$ cat src/rtl/shift_add_multiplier_4_bit_pkg.sv
// Shared definitions for the 4-bit shift-and-add multiplier.
package shift_add_multiplier_4_bit_pkg;

    localparam int unsigned OPERAND_W  = 4;
    localparam int unsigned PRODUCT_W  = 2 * OPERAND_W;
    localparam int unsigned ITER_COUNT = 4;

    // Last value of the 2-bit iteration counter before leaving RUN
    localparam logic [1:0] LAST_ITER = 2'(ITER_COUNT - 1);

    typedef enum logic [1:0] {
        IDLE = 2'd0,
        RUN  = 2'd1,
        DONE = 2'd2
    } state_t;

endpackage

$ cat src/rtl/shift_add_multiplier_4_bit_adder.sv
// 4-bit ripple-carry adder built from a chain of full-adder cells.
module ripple_carry_adder_4_bit (
    input  logic [3:0] a,
    input  logic [3:0] b,
    input  logic       cin,
    output logic [3:0] sum,
    output logic       cout
);

    logic [4:0] c;

    // Ripple the carry through four full-adder stages
    always_comb begin
        c    = '0;
        sum  = '0;
        c[0] = cin;
        for (int unsigned i = 0; i < 4; i++) begin
            sum[i]  = a[i] ^ b[i] ^ c[i];
            c[i+1]  = (a[i] & b[i]) | (c[i] & (a[i] ^ b[i]));
        end
        cout = c[4];
    end

endmodule

$ cat src/rtl/shift_add_multiplier_4_bit.sv
// Sequential 4x4 unsigned multiplier: one shift-and-add iteration per RUN cycle.
module shift_add_multiplier_4_bit
    import shift_add_multiplier_4_bit_pkg::*;
(
    input  logic                 clk,
    input  logic                 rst_n,
    input  logic                 start,
    input  logic [OPERAND_W-1:0] a,
    input  logic [OPERAND_W-1:0] b,
    output logic                 busy,
    output logic                 done,
    output logic [PRODUCT_W-1:0] product
);

    state_t               state;
    logic [1:0]           count;
    logic [OPERAND_W-1:0] mcand;
    logic [OPERAND_W-1:0] mplier;
    logic [OPERAND_W-1:0] acc_hi;

    logic [OPERAND_W-1:0] addend;
    logic [OPERAND_W-1:0] sum;
    logic                 cout;
    logic                 carry;
    logic [OPERAND_W-1:0] next_acc_hi;
    logic [OPERAND_W-1:0] next_mplier;

    ripple_carry_adder_4_bit u_adder (
        .a    (acc_hi),
        .b    (addend),
        .cin  (1'b0),
        .sum  (sum),
        .cout (cout)
    );

    // One iteration: conditional add of mcand, then shift {carry,sum,mplier} right by one
    always_comb begin
        addend      = mplier[0] ? mcand : '0;
        carry       = mplier[0] ? cout : 1'b0;
        // bit 8 of the 9-bit shift result is always zero, so the shift is written out per field
        next_acc_hi = {carry, sum[OPERAND_W-1:1]};
        next_mplier = {sum[0], mplier[OPERAND_W-1:1]};
    end

    // Control FSM with registered busy/done/product
    always_ff @(posedge clk or negedge rst_n) begin
        if (!rst_n) begin
            state   <= IDLE;
            count   <= '0;
            mcand   <= '0;
            mplier  <= '0;
            acc_hi  <= '0;
            busy    <= 1'b0;
            done    <= 1'b0;
            product <= '0;
        end else begin
            done <= 1'b0;
            case (state)
                IDLE: begin
                    if (start) begin
                        mcand  <= a;
                        mplier <= b;
                        acc_hi <= '0;
                        count  <= '0;
                        busy   <= 1'b1;
                        state  <= RUN;
                    end
                end
                RUN: begin
                    acc_hi <= next_acc_hi;
                    mplier <= next_mplier;
                    count  <= count + 2'd1;
                    if (count == LAST_ITER) begin
                        // last iteration lands in product on the same edge
                        product <= {next_acc_hi, next_mplier};
                        done    <= 1'b1;
                        state   <= DONE;
                    end
                end
                DONE: begin
                    busy  <= 1'b0;
                    state <= IDLE;
                end
                default: begin
                    busy  <= 1'b0;
                    state <= IDLE;
                end
            endcase
        end
    end

endmodule

$ cat config.mk
export PLATFORM = sky130hd
export DESIGN_NAME = shift_add_multiplier_4_bit
export DESIGN_NICKNAME = d
export VERILOG_FILES = /design/src/rtl/shift_add_multiplier_4_bit_pkg.sv /design/src/rtl/shift_add_multiplier_4_bit_adder.sv /design/src/rtl/shift_add_multiplier_4_bit.sv
export SDC_FILE = /design/constraint.sdc
export NUM_CORES = 1
export LEC_CHECK = 0
export ABC_AREA = 1
export CELL_PAD_IN_SITES_DETAIL_PLACEMENT = 0
export CELL_PAD_IN_SITES_GLOBAL_PLACEMENT = 1
export CORE_MARGIN = 1
export CORE_UTILIZATION = 42
export DETAILED_ROUTE_END_ITERATION = 10
export PLACE_DENSITY = 0.9
export SLEW_MARGIN = 20
export SYNTH_ARGS = -nofsm -noshare
export SYNTH_HDL_FRONTEND = slang
export SYNTH_HIERARCHICAL = 1
export SYNTH_SLANG_ARGS = --single-unit
$ cat constraint.sdc
create_clock -name clk -period 6.7 [get_ports clk]
set_clock_uncertainty 0.15 [all_clocks]
set_input_delay 1.34 -clock clk [delete_from_list [all_inputs] [get_ports clk]]
set_output_delay 1.34 -clock clk [all_outputs]
set_load 0.1 [all_outputs]
==> metrics.log, run 1 <==
INFO  metric die_height = 56.69 µm
INFO  metric synth.top_cells.by_area = sky130_fd_sc_hd__dfrtp_1 52%, sky130_fd_sc_hd__nand2_1 9.9%, sky130_fd_sc_hd__inv_1 9.0%
INFO  metric count_of_boundary_i_o_pins = 21
INFO  metric synth_flop_cell = sky130_fd_sc_hd__dfrtp_1
INFO  metric critical-path-max-stage-delay = 1130 ps
INFO  metric clk_root_buffer_cell = sky130_fd_sc_hd__clkbuf_4
INFO  metric fin_cells = 192
INFO  metric place.port_buffers = 20
INFO  metric fp.dieArea = 0.003214 mm²
INFO  metric detailedRoute.firstIterationViolations = 29
INFO  metric worst_setup_path_start_kind = register
INFO  metric worst_setup_hold_path_clk_slew = 130 ps
INFO  metric finalSetupViolCount = 0
INFO  metric core_region_area = 0.002805 mm²
INFO  metric synth_largest_type_area_fraction = 51.79%
INFO  metric dr_total_vias = 908
INFO  metric yosys_warnings = 6
INFO  metric final_hold_viol_count = 0
INFO  metric clk_latency = 310 ps
INFO  metric synth_enable_flop_cells = 0
INFO  metric synth_cell_area = 0.001256 mm²
INFO  metric final.min_clock_period = 3321 ps
INFO  metric num-nets-final = 179
INFO  metric dp_hpwl = 1546 µm
INFO  metric r2r_worst_path_depth = 12
INFO  metric cp_max_fo = 2
INFO  metric synth_seq_cells = 26
INFO  metric tritoncts = built
INFO  metric detail_route.drc_violations = 5
INFO  metric top_layer = met4
INFO  metric register_area = 650.6 µm²
INFO  metric site_rows = 19
INFO  metric critical_path_arrival = 1830 ps
INFO  metric critical_path.cell_chain = clkdlybuf4s50_1
INFO  metric initial_antenna_violation_count = 0
INFO  metric synth_top_area_cell = sky130_fd_sc_hd__dfrtp_1
INFO  metric synth_top_cells_by_count = 33 x sky130_fd_sc_hd__nand2_1, 30 x sky130_fd_sc_hd__inv_1, 26 x sky130_fd_sc_hd__dfrtp_1
INFO  metric vias_per_cell = 4.729
INFO  metric part_of_the_cycle_the_worst_path_needs = 49.56%
INFO  metric cts_sinks = 26
INFO  metric numCtsBuffers = 3
INFO  metric sum_of_routed_wire_length_over_all_layers = 2127 µm
INFO  metric crit-reg2reg-capture = acc_hi[2]$_DFFE_PN0P_
INFO  metric setup.worst_path.class = register to output pin
INFO  metric cap_violations = 0
INFO  metric floorplan.die.width = 56.69 µm
INFO  metric hold_class = register to register
INFO  metric placed_cells_incl_taps = 189
INFO  metric synthArstFlopShare = 100.0%
INFO  metric post_cts_buffers = 0
INFO  metric drive_above_1_share = 11.80%
INFO  metric groute.usage.overall = 16.15%
INFO  metric crit_path_leading_delay_family = buffers and inverters
INFO  metric grt_pass1_vias = 902
INFO  metric synth_fp_nets = 155
INFO  metric synthCells = 139
INFO  metric multi_input_comb_area = 466.7 µm²
INFO  metric synth.most_common_cell = sky130_fd_sc_hd__nand2_1
INFO  metric detail_routed_net_length_per_standard_cell = 11.08 µm
INFO  metric drt_pass1_iterations = 9
INFO  metric r2r_slack = 4120 ps
INFO  metric detailroute.wirelength.met2 = 1047 µm
INFO  metric areaGrowthSynthToFinish = 19.92%
INFO  metric grt_pass1_wl = 3981 µm
INFO  metric violations = design-rule violations
INFO  metric fmax = 0.3011 GHz
INFO  metric crit-reg2reg-launch = mplier[0]$_DFFE_PN0P_
INFO  metric maxSlewViolCount = 0
INFO  metric finalWeightedCongestion = 0.7870
INFO  metric headroom_to_the_max_slew_limit = 35.36%
INFO  metric yosys.cell_types.count = 18
INFO  metric synthesis.area_per_instance = 9.037 µm²
INFO  metric worstPathBufferInverterCount = 1
INFO  metric cts.path.max_buffers = 2
INFO  metric cts_htree_levels = 1
INFO  metric cp_data_required_time = 5210 ps
INFO  metric wl_met3 = 65 µm
INFO  metric postCtsResizedCells = 0
INFO  metric worstHoldEndpoint = product[4]$_DFFE_PN0P_
INFO  metric drt-met1-wl = 995 µm
INFO  metric critical-path-slowest-cell = sky130_fd_sc_hd__clkdlybuf4s50_1
INFO  metric hold-path-cell-count = 2
INFO  metric fill_cells = 288
INFO  metric worstSetupEndpointType = output pin
INFO  metric hold_buffers = 0
INFO  metric setup-tns-final = 0 ps
INFO  metric hold_path_startpoint = product[4]$_DFFE_PN0P_
INFO  metric antenna_left = 0
INFO  metric grt_overflow = 0
INFO  metric outcome = finished, violations left
INFO  metric floorplan.initialDensity = 44.78%
INFO  metric grt_setup_unrepaired = false
INFO  metric worstMarginPinSlew = 966.6 ps
INFO  metric pin_count_of_the_biggest_net_entering_global_routing = 27
INFO  metric synth-seq-area-share = 51.79%
INFO  metric antenna_cells = 0
[through the flow]
step	util (%)	hold slack [ps]	setup slack, ps	instance area, µm²
after CTS	53.70	348.5	3353	1506
final	53.70	342.7	3379	1506
after global routing	53.70	373.9	3311	1506
after global placement	52.90	310.5	3747	1484
after detailed placement	52.90	315.1	3723	1484
after floorplan	-	299.7	4293	1256
[metal layers]
metal | GRT usage (%) | up-vias
li1 | - | 466
met5 | 0 | -
met4 | 6.429 | 0
met2 | 27.04 | 19
met3 | 2.074 | 2
met1 | 21.10 | 421
[state kept, by name (all words and copies together) (netlist names)]
register and cells:
acc_hi 4, mplier 4, mcand 4, busy 1
done 1, count 2, product 8, state 2
[logic make-up after synthesis]
kind of cell,synth area share [%]
compound gates,8.466
fa+ha+maj,7.371
buf+inv,11.06
flops,51.79
other cells,0.2985
simple gates,21.02
[how the worst max path moves through the flow]
| stage | depth (start not counted) | from | slack [ps] | to |
|---|---|---|---|---|
| final | 1 | product[3]$_DFFE_PN0P_ | 3380 | product[3] |
| after global routing | 1 | product[3]$_DFFE_PN0P_ | 3310 | product[3] |
| after floorplan | 12 | mplier[0]$_DFFE_PN0P_ | 4290 | acc_hi[2]$_DFFE_PN0P_ |
| after CTS | 1 | product[3]$_DFFE_PN0P_ | 3350 | product[3] |
| after global placement | 1 | product[3]$_DFFE_PN0P_ | 3750 | product[3] |
| after detailed placement | 1 | product[3]$_DFFE_PN0P_ | 3720 | product[3] |
[layout make-up]
cell class / instances / share of cell area (%)
clock buffer: 3 / 1.495
sequential: 26 / 43.19
tap: 31 / 2.575
inverter: 32 / 7.973
multi-input combinational: 79 / 30.98
timing repair buffer: 21 / 13.79
[cells in the final DEF (no fill, tap or decap)]
| master | instances |
|---|---|
| sky130_fd_sc_hd__nor2_1 | 1 |
| sky130_fd_sc_hd__a21oi_1 | 1 |
| sky130_fd_sc_hd__nand2_1 | 33 |
| sky130_fd_sc_hd__conb_1 | 1 |
| sky130_fd_sc_hd__ha_1 | 1 |
| sky130_fd_sc_hd__nand2_2 | 3 |
| sky130_fd_sc_hd__nand3_2 | 1 |
| sky130_fd_sc_hd__inv_2 | 2 |
| sky130_fd_sc_hd__inv_1 | 30 |
| sky130_fd_sc_hd__nand3_1 | 17 |
| sky130_fd_sc_hd__fa_1 | 4 |
| sky130_fd_sc_hd__dfrtp_1 | 26 |
| sky130_fd_sc_hd__o21ai_0 | 8 |
| sky130_fd_sc_hd__buf_4 | 1 |
| sky130_fd_sc_hd__nor2_4 | 1 |
| sky130_fd_sc_hd__clkbuf_4 | 3 |
| sky130_fd_sc_hd__nand2_4 | 1 |
| sky130_fd_sc_hd__clkdlybuf4s50_1 | 20 |
| sky130_fd_sc_hd__o21ai_2 | 7 |
Power of run 1 is left out: the tool's default activity adds up to more than one toggle a clock period on the data nets, which glitch-free logic cannot reach.
==> run 2, diff against run 1 <==
--- a/config.mk
+++ b/config.mk
@@ -9,9 +9,9 @@
 export CELL_PAD_IN_SITES_DETAIL_PLACEMENT = 0
 export CELL_PAD_IN_SITES_GLOBAL_PLACEMENT = 1
 export CORE_MARGIN = 1
-export CORE_UTILIZATION = 42
+export CORE_UTILIZATION = 35
 export DETAILED_ROUTE_END_ITERATION = 10
-export PLACE_DENSITY = 0.9
+export PLACE_DENSITY = 0.81
 export SLEW_MARGIN = 20
 export SYNTH_ARGS = -nofsm -noshare
 export SYNTH_HDL_FRONTEND = slang
==> constraint.sdc (replaced) <==
create_clock -name clk -period 2.7 [get_ports clk]
set_clock_uncertainty 0.15 [all_clocks]
set_input_delay 0.54 -clock clk [delete_from_list [all_inputs] [get_ports clk]]
set_output_delay 0.54 -clock clk [all_outputs]
set_load 0.1 [all_outputs]
==> metrics.log, run 2 (synthesis results as in run 1) <==
INFO  metric drt_pass1_iterations = 4 (-5)
INFO  metric number_of_flip_flops_in_the_largest_register = 8 (unchanged)
INFO  metric areaGrowthSynthToFinish = 19.42%
INFO  metric postCtsResizedCells = 0 (unchanged)
INFO  metric detailedRoute.firstIterationViolations = 44 (+52%)
INFO  metric grt_pass1_wl = 3588 µm (-9.9%)
INFO  metric hold_class = register to register
INFO  metric grt_pass1_vias = 820 (-9.1%)
INFO  metric floorplan.initialDensity = 37.06% (-7.7 points)
INFO  metric mostFrequentLayoutCell = sky130_fd_sc_hd__nand2_1
INFO  metric worstSetupEndpointType = register
INFO  metric place.port_buffers = 20 (unchanged)
INFO  metric die_height = 61.91 µm (+9.2%)
INFO  metric gr-usage-met2 = 20.89% (-6.1 points)
INFO  metric cts.path.max_buffers = 2 (unchanged)
INFO  metric num-nets-final = 179 (unchanged)
INFO  metric setup.worst_path.class = register to register
INFO  metric dp_hpwl = 1563 µm (+1.1%)
INFO  metric cts_sinks = 26 (unchanged)
INFO  metric maxSlewViolCount = 0 (unchanged)
INFO  metric outcome = complete, no violations
INFO  metric regMostFlops = product
INFO  metric gr-usage-met1 = 17.30% (-3.8 points)
INFO  metric clk_root_buffer_cell = sky130_fd_sc_hd__clkbuf_4
INFO  metric cp_max_fo = 6 (+4)
INFO  metric critical-path-max-stage-delay = 450 ps (-680 ps)
INFO  metric critical_path_arrival = 2630 ps (+800 ps)
INFO  metric r2r_slack = 160 ps (-3960 ps)
INFO  metric detail_routed_net_length_per_standard_cell = 10.73 µm (-3.1%)
INFO  metric cts_htree_levels = 1 (unchanged)
INFO  metric register_area = 650.6 µm² (unchanged)
INFO  metric multi_input_comb_area = 466.7 µm² (unchanged)
INFO  metric antenna_cells = 0 (unchanged)
INFO  metric numCtsBuffers = 3 (unchanged)
INFO  metric part_of_the_cycle_the_worst_path_needs = 93.93%
INFO  metric worst_setup_path_start_kind = register
INFO  metric initial_antenna_violation_count = 0 (unchanged)
INFO  metric sum_of_routed_wire_length_over_all_layers = 2221 µm (+4.4%)
INFO  metric antenna_left = 0 (unchanged)
INFO  metric setup-tns-final = 0 ps (unchanged)
INFO  metric vias_per_cell = 4.473 (-5.4%)
INFO  metric mostFrequentLayoutCells = 33 x sky130_fd_sc_hd__nand2_1, 30 x sky130_fd_sc_hd__inv_1, 26 x sky130_fd_sc_hd__dfrtp_1, 17 x sky130_fd_sc_hd__nand3_1, 11 x sky130_fd_sc_hd__buf_4
INFO  metric grt_overflow = 0 (unchanged)
INFO  metric dr_total_vias = 926 (+2.0%)
INFO  metric final.min_clock_period = 2536 ps
INFO  metric floorplan.die.width = 61.91 µm (+9.2%)
INFO  metric drive_above_1_share = 18.01% (+6.2 points)
INFO  metric count_of_boundary_i_o_pins = 21 (unchanged)
INFO  metric critical-path-slowest-cell = sky130_fd_sc_hd__dfrtp_1
INFO  metric finalSetupViolCount = 0 (unchanged)
INFO  metric detail_route.drc_violations = 0 (-5)
INFO  metric clk_latency = 310 ps (about the same)
INFO  metric fmax = 0.3943 GHz
INFO  metric groute.usage.overall = 12.97% (-3.2 points)
INFO  metric pin_count_of_the_biggest_net_entering_global_routing = 27 (unchanged)
INFO  metric finalWeightedCongestion = 0.7158 (-9.0%)
INFO  metric cp_data_required_time = 2800 ps (-2410 ps)
INFO  metric tritoncts = built
INFO  metric core_region_area = 0.003390 mm² (+21%)
INFO  metric fill_cells = 337 (+17%)
INFO  metric critical_path.cell_chain = nand2_1, inv_1, fa_1, inv_1, fa_1, inv_1, fa_1, inv_1, fa_1, inv_1, inv_1, o21ai_1
INFO  metric hold_buffers = 0 (unchanged)
INFO  metric use_met3 = 2.692% (+0.62 points)
INFO  metric final_hold_viol_count = 0 (unchanged)
INFO  metric grt_most_used_layer = met2
INFO  metric cap_violations = 0 (unchanged)
INFO  metric worst_setup_hold_path_clk_slew = 130 ps (about the same)
INFO  metric finalHoldWorstSlack = 346.9 ps (+4.270 ps)
INFO  metric post_cts_buffers = 0 (unchanged)
INFO  metric grt_setup_unrepaired = false
INFO  metric site_rows = 21 (+2)
INFO  metric timing.critical_path.mode_cell = sky130_fd_sc_hd__inv_1
INFO  metric fp.dieArea = 0.003833 mm² (+19%)
run 2: changes by cell type in the layout (fill, tap and decap cells not counted):
cell                              delta
sky130_fd_sc_hd__buf_4              +10
sky130_fd_sc_hd__clkdlybuf4s50_1    -10
sky130_fd_sc_hd__o21ai_0             -1
sky130_fd_sc_hd__o21ai_1             +1
run 2: worst paths after layout:
check / startpoint / cells past startpoint / to
max: mplier[0]$_DFFE_PN0P_ / 12 / acc_hi[2]$_DFFE_PN0P_
min: product[4]$_DFFE_PN0P_ / 2 / product[4]$_DFFE_PN0P_
max reg2reg: mplier[0]$_DFFE_PN0P_ / 12 / acc_hi[2]$_DFFE_PN0P_
min reg2reg: product[4]$_DFFE_PN0P_ / 2 / product[4]$_DFFE_PN0P_
max in group asynchronous: rst_n / 2 / mplier[0]$_DFFE_PN0P_
min in group asynchronous: rst_n / 2 / product[5]$_DFFE_PN0P_
run 2: critical path, delay by kind of cell (launching register included):
kind,cells,cell delay [ps]
fa+ha+maj,4,1300
flops,1,450
buf+inv,6,370
compound gates,1,120
simple gates,1,90
run 2: per-stage QoR:
| step | std cells | cell area [µm²] | setup WS, ps | utilization (%) |
|---|---|---|---|---|
| 3_3_place_gp | 204 | 1478 | 236.1 | 43.60 |
| 4_1_cts | 207 | 1500 | 120.4 | 44.26 |
| 3_5_place_dp | 204 | 1478 | 152.1 | 43.60 |
| 2_1_floorplan | 139 | 1256 | 292.9 | - |
| 6_report | 207 | 1500 | 163.8 | 44.26 |
| 5_1_grt | 207 | 1500 | 1.061 | 44.26 |
run 2: routing by layer:
| metal | wire [µm] | vias up |
|---|---|---|
| met2 | 1030 | 23 |
| met1 | 1068 | 436 |
| met3 | 103 | 2 |
| li1 | - | 465 |
| met4 | 19 | 0 |
| met5 | 0 | - |
run 2: layout make-up:
cell class | count | area share, %
Sequential cell | 26 | 43.37
Multi-Input combinational cell | 79 | 31.11
Timing Repair Buffer | 21 | 12.18
Inverter | 32 | 8.007
Tap cell | 46 | 3.837
Clock buffer | 3 | 1.501
Power of run 2 is left out for the same reason.
==> run 3, diff against run 2 <==
--- a/config.mk
+++ b/config.mk
@@ -11,6 +11,7 @@
 export CORE_MARGIN = 1
 export CORE_UTILIZATION = 35
 export DETAILED_ROUTE_END_ITERATION = 10
+export HOLD_SLACK_MARGIN = 0.08
 export PLACE_DENSITY = 0.81
 export SLEW_MARGIN = 20
 export SYNTH_ARGS = -nofsm -noshare
==> results of run 3 <==
Same layout as run 2: the final DEF is identical, and so are final timing and power.
Power of run 3 is left out for the same reason.
